$ cat src/rtl/instr_issue_ctrl_pkg.sv
// Shared definitions for the instruction issue controller:
// FSM state encoding, instruction field layout, widths and default legal-opcode mask.
package instr_issue_ctrl_pkg;

    // Widths shared with the register file and ALU
    localparam int OPC_W = 6;
    localparam int REG_W = 5;

    // Field positions inside the 32-bit instruction word
    localparam int OPC_LSB  = 0;
    localparam int SRC1_LSB = 6;
    localparam int SRC2_LSB = 11;
    localparam int DST_LSB  = 16;

    // Bits [FIELD_W-1:0] carry every decoded field; the rest are ignored
    localparam int FIELD_W = DST_LSB + REG_W;

    // Default legal opcodes: 1-8, 11, 12, 13, 15
    localparam logic [63:0] DEFAULT_LEGAL_MASK = 64'h0000_0000_0000_B9FE;

    // Wait-counter width covers PIPE_LAT-1 for PIPE_LAT up to 15
    localparam int WAIT_W = 4;

    typedef enum logic [1:0] {
        S_IDLE   = 2'd0,
        S_DECODE = 2'd1,
        S_ISSUE  = 2'd2,
        S_WAIT   = 2'd3
    } state_t;

endpackage

$ cat src/rtl/instr_field_decode.sv
// Combinational field split of a latched instruction plus legality lookup.
// Ports: i_fields (instr bits [20:0]) -> o_opcode, o_src1, o_src2, o_dst, o_legal.
module instr_field_decode
    import instr_issue_ctrl_pkg::*;
#(
    parameter logic [63:0] LEGAL_MASK = DEFAULT_LEGAL_MASK
) (
    input  logic [FIELD_W-1:0] i_fields,
    output logic [OPC_W-1:0]   o_opcode,
    output logic [REG_W-1:0]   o_src1,
    output logic [REG_W-1:0]   o_src2,
    output logic [REG_W-1:0]   o_dst,
    output logic               o_legal
);

    logic [OPC_W-1:0] w_opcode;

    assign w_opcode = i_fields[OPC_LSB +: OPC_W];
    assign o_opcode = w_opcode;
    assign o_src1   = i_fields[SRC1_LSB +: REG_W];
    assign o_src2   = i_fields[SRC2_LSB +: REG_W];
    assign o_dst    = i_fields[DST_LSB +: REG_W];

    // One mask bit per possible 6-bit opcode
    assign o_legal  = LEGAL_MASK[w_opcode];

endmodule

$ cat src/rtl/instr_issue_ctrl.sv
// Instruction decode/issue controller feeding the register file: accepts one
// instruction per handshake, strobes valid_opcode for legal ones, then drains.
// Ports: clk, rst (async, active high); instr_valid/instr_ready/instr handshake;
// valid_opcode, opcode, addr1..3 to RF/ALU; busy, done, illegal status;
// issued_cnt (wrapping), illegal_cnt (saturating).
module instr_issue_ctrl
    import instr_issue_ctrl_pkg::*;
#(
    parameter int          PIPE_LAT   = 2,
    parameter logic [63:0] LEGAL_MASK = DEFAULT_LEGAL_MASK
) (
    input  logic             clk,
    input  logic             rst,
    input  logic             instr_valid,
    output logic             instr_ready,
    input  logic [31:0]      instr,
    output logic             valid_opcode,
    output logic [OPC_W-1:0] opcode,
    output logic [REG_W-1:0] addr1,
    output logic [REG_W-1:0] addr2,
    output logic [REG_W-1:0] addr3,
    output logic             busy,
    output logic             done,
    output logic             illegal,
    output logic [15:0]      issued_cnt,
    output logic [7:0]       illegal_cnt
);

    localparam logic [WAIT_W-1:0] WAIT_INIT = WAIT_W'(PIPE_LAT - 1);

    state_t             r_state;
    state_t             w_state_nxt;

    logic [FIELD_W-1:0] r_instr;
    logic [FIELD_W-1:0] w_instr_nxt;
    logic [WAIT_W-1:0]  r_wcnt;
    logic [WAIT_W-1:0]  w_wcnt_nxt;

    logic               r_ready;
    logic               r_valid_opc;
    logic               r_busy;
    logic               r_done;
    logic               r_illegal;
    logic [OPC_W-1:0]   r_opcode;
    logic [REG_W-1:0]   r_addr1;
    logic [REG_W-1:0]   r_addr2;
    logic [REG_W-1:0]   r_addr3;
    logic [15:0]        r_issued_cnt;
    logic [7:0]         r_illegal_cnt;

    logic               w_ready_nxt;
    logic               w_valid_opc_nxt;
    logic               w_busy_nxt;
    logic               w_done_nxt;
    logic               w_illegal_nxt;
    logic [OPC_W-1:0]   w_opcode_nxt;
    logic [REG_W-1:0]   w_addr1_nxt;
    logic [REG_W-1:0]   w_addr2_nxt;
    logic [REG_W-1:0]   w_addr3_nxt;
    logic [15:0]        w_issued_nxt;
    logic [7:0]         w_illegal_cnt_nxt;

    logic [OPC_W-1:0]   w_dec_opcode;
    logic [REG_W-1:0]   w_dec_src1;
    logic [REG_W-1:0]   w_dec_src2;
    logic [REG_W-1:0]   w_dec_dst;
    logic               w_dec_legal;
    logic               w_handshake;

    // Upper instruction bits carry no information for this block
    logic               w_unused_hi;
    assign w_unused_hi = ^instr[31:FIELD_W];

    assign w_handshake = instr_valid & r_ready;

    instr_field_decode #(
        .LEGAL_MASK (LEGAL_MASK)
    ) u_decode (
        .i_fields (r_instr),
        .o_opcode (w_dec_opcode),
        .o_src1   (w_dec_src1),
        .o_src2   (w_dec_src2),
        .o_dst    (w_dec_dst),
        .o_legal  (w_dec_legal)
    );

    // Next-state and next-output logic; every output is the registered
    // value of what the next state requires, so the pulses line up with
    // the state they belong to.
    always_comb begin
        w_state_nxt       = r_state;
        w_instr_nxt       = r_instr;
        w_wcnt_nxt        = r_wcnt;
        w_ready_nxt       = 1'b0;
        w_valid_opc_nxt   = 1'b0;
        w_busy_nxt        = 1'b1;
        w_done_nxt        = 1'b0;
        w_illegal_nxt     = 1'b0;
        w_opcode_nxt      = r_opcode;
        w_addr1_nxt       = r_addr1;
        w_addr2_nxt       = r_addr2;
        w_addr3_nxt       = r_addr3;
        w_issued_nxt      = r_issued_cnt;
        w_illegal_cnt_nxt = r_illegal_cnt;

        unique case (r_state)
            S_IDLE: begin
                if (w_handshake) begin
                    w_instr_nxt = instr[FIELD_W-1:0];
                    w_state_nxt = S_DECODE;
                end else begin
                    w_ready_nxt = 1'b1;
                    w_busy_nxt  = 1'b0;
                end
            end
            S_DECODE: begin
                if (w_dec_legal) begin
                    w_state_nxt     = S_ISSUE;
                    w_valid_opc_nxt = 1'b1;
                    w_opcode_nxt    = w_dec_opcode;
                    w_addr1_nxt     = w_dec_src1;
                    w_addr2_nxt     = w_dec_src2;
                    w_addr3_nxt     = w_dec_dst;
                    w_issued_nxt    = r_issued_cnt + 16'd1;
                end else begin
                    w_state_nxt   = S_IDLE;
                    w_ready_nxt   = 1'b1;
                    w_busy_nxt    = 1'b0;
                    w_illegal_nxt = 1'b1;
                    if (r_illegal_cnt != 8'hFF) begin
                        w_illegal_cnt_nxt = r_illegal_cnt + 8'd1;
                    end
                end
            end
            S_ISSUE: begin
                w_state_nxt = S_WAIT;
                w_wcnt_nxt  = WAIT_INIT;
            end
            S_WAIT: begin
                if (r_wcnt == '0) begin
                    w_state_nxt = S_IDLE;
                    w_ready_nxt = 1'b1;
                    w_busy_nxt  = 1'b0;
                    w_done_nxt  = 1'b1;
                end else begin
                    w_wcnt_nxt = r_wcnt - 1'b1;
                end
            end
            default: begin
                w_state_nxt = S_IDLE;
                w_ready_nxt = 1'b1;
                w_busy_nxt  = 1'b0;
            end
        endcase
    end

    always_ff @(posedge clk or posedge rst) begin
        if (rst) begin
            r_state <= S_IDLE;
        end else begin
            r_state <= w_state_nxt;
        end
    end

    always_ff @(posedge clk or posedge rst) begin
        if (rst) begin
            r_instr       <= '0;
            r_wcnt        <= '0;
            r_ready       <= 1'b1;
            r_valid_opc   <= 1'b0;
            r_busy        <= 1'b0;
            r_done        <= 1'b0;
            r_illegal     <= 1'b0;
            r_opcode      <= '0;
            r_addr1       <= '0;
            r_addr2       <= '0;
            r_addr3       <= '0;
            r_issued_cnt  <= '0;
            r_illegal_cnt <= '0;
        end else begin
            r_instr       <= w_instr_nxt;
            r_wcnt        <= w_wcnt_nxt;
            r_ready       <= w_ready_nxt;
            r_valid_opc   <= w_valid_opc_nxt;
            r_busy        <= w_busy_nxt;
            r_done        <= w_done_nxt;
            r_illegal     <= w_illegal_nxt;
            r_opcode      <= w_opcode_nxt;
            r_addr1       <= w_addr1_nxt;
            r_addr2       <= w_addr2_nxt;
            r_addr3       <= w_addr3_nxt;
            r_issued_cnt  <= w_issued_nxt;
            r_illegal_cnt <= w_illegal_cnt_nxt;
        end
    end

    assign instr_ready  = r_ready;
    assign valid_opcode = r_valid_opc;
    assign busy         = r_busy;
    assign done         = r_done;
    assign illegal      = r_illegal;
    assign opcode       = r_opcode;
    assign addr1        = r_addr1;
    assign addr2        = r_addr2;
    assign addr3        = r_addr3;
    assign issued_cnt   = r_issued_cnt;
    assign illegal_cnt  = r_illegal_cnt;

endmodule

$ cat config.mk
export PLATFORM = sky130hd
export DESIGN_NAME = instr_issue_ctrl
export DESIGN_NICKNAME = d
export VERILOG_FILES = /design/src/rtl/instr_issue_ctrl_pkg.sv /design/src/rtl/instr_field_decode.sv /design/src/rtl/instr_issue_ctrl.sv
export SDC_FILE = /design/constraint.sdc
export NUM_CORES = 1
export LEC_CHECK = 0
export ABC_AREA = 1
export BUFFER_PORTS_ARGS = -buffer_cell sky130_fd_sc_hd__buf_2
export CORE_UTILIZATION = 24
export DETAILED_ROUTE_END_ITERATION = 12
export GPL_TIMING_DRIVEN = 0
export SLEW_MARGIN = 15
export SYNTH_ARGS = -nofsm -noshare
export SYNTH_HDL_FRONTEND = slang
export SYNTH_SLANG_ARGS = --single-unit
$ cat constraint.sdc
create_clock -name clk -period 4.49 [get_ports clk]
set_clock_uncertainty 0.2 [all_clocks]
set_input_delay 0.898 -clock clk [delete_from_list [all_inputs] [get_ports clk]]
set_output_delay 0.898 -clock clk [all_outputs]
set_load 0.02 [all_outputs]
==> impl_metrics.ini <==
[run_status]
status = finished clean

[logic_synthesis]
syn-num-nets = 461
yosysSeqAreaShare_pct = 55.4
synth_compound_area_share_pct = 4.60
synth_top_cell_by_area = dfrtp_1
synth_area_um2 = 3480
synth_seq_cells = 77
synthSimpleGateAreaFrac_pct = 30.0
synth_xor_area_share_pct = 2.52
muxShareOfSynthArea_pct = 0
netlist_instances = 420
yosysUniqueCellTypes = 25
synth_top_family_by_area = simple AND/OR/NAND/NOR gates
netlist.area_leader.share_pct = 54.6
synth.area.top_cells = dfrtp_1 (55%), nand2_1 (21%), inv_1 (3.6%), nand3_1 (3.5%), nor2_1 (2.9%)
ys_warn_count = 0
avgSynthCellArea_um2 = 8.29
synth_fa_ha_area_share_pct = 2.16

[setup_path]
crit_chain = buf_2
r2r_slack_ns = 2.56
cp_slowest_cell = dfstp_2
cp-start-kind = flop
max_stage_delay_ns = 0.53
critPathBufInv = 1
critical_path_class = reg2out
crit_arrival_ns = 1.02
cp_max_fo = 2
cp.required_ns = 3.39
crit_family = flip-flops
endpoint_kind = output pin

[grt]
antenna_found_initial = 0
grt_pass1_wl_mm = 14.0
grt_pass1_vias = 2731
grt_use_total_pct = 12.4
globalRouteOverflowTotal = 0
grt_max_degree = 50

[cts]
cts_root_buffer = clkbuf_16
hold_buffers = 0
cts_sinks = 77
cts_setup_buffers = 0
cts-resized-gates = 0
insertion_delay_ns = 0.34
cts.clk_slew.worst_paths_ns = 0.06
cts_buffer_depth = 2
cts_buffers = 9
cts_tree = built
htree_levels = 3

[cells_and_area]
nets = 546
drive_gt1_share_pct = 21.4
fin_cells = 690
fillers = 1520
syn_to_final_growth_pct = 26.2
multiInputGateArea_um2 = 1370
diodes = 0
seqCellArea_um2 = 1930
design_area_um2 = 4390

[routing]
wirelength_mm = 8.49
wl_per_cell_um = 12.3
drcViolationCount = 0
via_per_inst = 4.22
ant_nets = 0
drtPass1Iterations = 4
vias = 2911
drtIter0Drc = 122

[run]
drv_cap = 0

[placed_design]
dp_hpwl_mm = 6.07
gp_congestion = 0.813
port_buffers = 73
placed_area_um2 = 4100
dp_cells = 674

[sta]
setup-violations-final = 0
fin_tns_setup_ns = 0
drv_slew = 0
finalHoldViolations = 0
tightestPinTransition_ns = 0.498
grt_setup_unrepaired = false
post-route-period-util_pct = 47.2
fin_crit_ns = 2.12
timing.fmax_mhz = 472
max_slew_margin_pct = 66.6

[pwr]
leakagePower_nw = 2.32
ir_drop_mv = 0.372
total_power_mw = 2.71
powerDensity_nw_per_um2 = 616

[floorplanning]
ios = 85
rows = 43
die-height_um = 122
dieWidth_um = 122
core_region_area_um2 = 14000
die_area_um2 = 15000
start_util_pct = 24.9

[worst_hold_path]
hp-class = reg2reg
cell usage after synthesis, drive strengths merged:
cell type and number:
nand2 192, nor2 29, ha 6, dfstp 1, xor2 5, nand3 26, buf 10, a21oi 3
nand4 4, o21ai 22, dfrtp 76, xnor2 5, inv 35, nor3 1, o22ai 2, nand3b 2
a21boi 1
power by group:
| part | internal [mW] | switching, mW | leakage, nW |
|---|---|---|---|
| registers | 0.926 | 0.154 | 0.999 |
| clock network | 0.421 | 0.283 | 0.139 |
| logic | 0.303 | 0.621 | 1.19 |
layout by cell type, fill, tap and decap left out, drive strengths merged:
cell type	count
a21boi	1
a21oi	3
buf	84
clkbuf	14
clkinv	1
clkinvlp	1
dfrtp	76
dfstp	1
ha	6
inv	35
nand2	192
nand3	26
nand3b	2
nand4	4
nor2	29
nor3	1
o21ai	22
o22ai	2
xnor2	5
xor2	5
per-stage QoR:
stage | worst slack, ns | util [%] | hold WS [ns]
2_1_floorplan | 1.43 | - | 0.242
3_3_place_gp | 0.374 | 29.1 | 0.245
3_5_place_dp | 2.26 | 29.3 | 0.248
4_1_cts | 2.34 | 31.4 | 0.263
5_1_grt | 2.30 | 31.4 | 0.288
6_report | 2.37 | 31.4 | 0.257
cell type report:
cell class / count / share of cell area (%)
Multi-Input combinational cell: 298 / 31.1
Sequential cell: 77 / 43.9
Buffer: 10 / 1.25
Clock buffer: 14 / 6.24
Inverter: 35 / 3.05
Tap cell: 180 / 5.13
Clock inverter: 2 / 0.370
Timing Repair Buffer: 74 / 8.95
worst paths after layout:
kind,start,end,cells after the start
setup / recovery,instr_ready,instr_ready,1
hold / removal,opcode[4],opcode[4],2
setup reg to reg,r_instr[1],illegal_cnt[3],8
hold reg to reg,opcode[4],opcode[4],2
max in group asynchronous,rst,instr_ready,3
min in group asynchronous,rst,illegal_cnt[0],2
cell families (layout without fill, tap and decap cells):
family | after synthesis | in the layout
buffers and inverters | 45 | 135
adder cells (fa/ha/maj) | 6 | 6
XOR/XNOR | 10 | 10
AND/OR/NAND/NOR | 254 | 254
AO/OA/AOI/OAI | 28 | 28
flip-flops | 77 | 77
sequential cells by signal, summed over array words and instances (netlist names), named ones only:
signal,flops
r_instr,21
issued_cnt,16
illegal_cnt,8
opcode,6
addr1,5
addr2,5
addr3,5
r_wcnt,4
busy,1
done,1
illegal,1
instr_ready,1
r_state,1
valid_opcode,1
routing by layer:
metal  vias to the layer above  track usage [%]  wire length [µm]
met3                         9             5.20               527
met4                         0             3.43                89
met2                        66             19.6              3940
met5                         -                0                 0
li1                       1482                -                 -
met1                      1354             15.3              3940
worst min-delay path, cell delays in order, from the launching register on:
cell	delay [ns]
dfrtp_1	0.34
nand2_1	0.05
inv_1	0.04
Power figures use the tool's default switching activity.
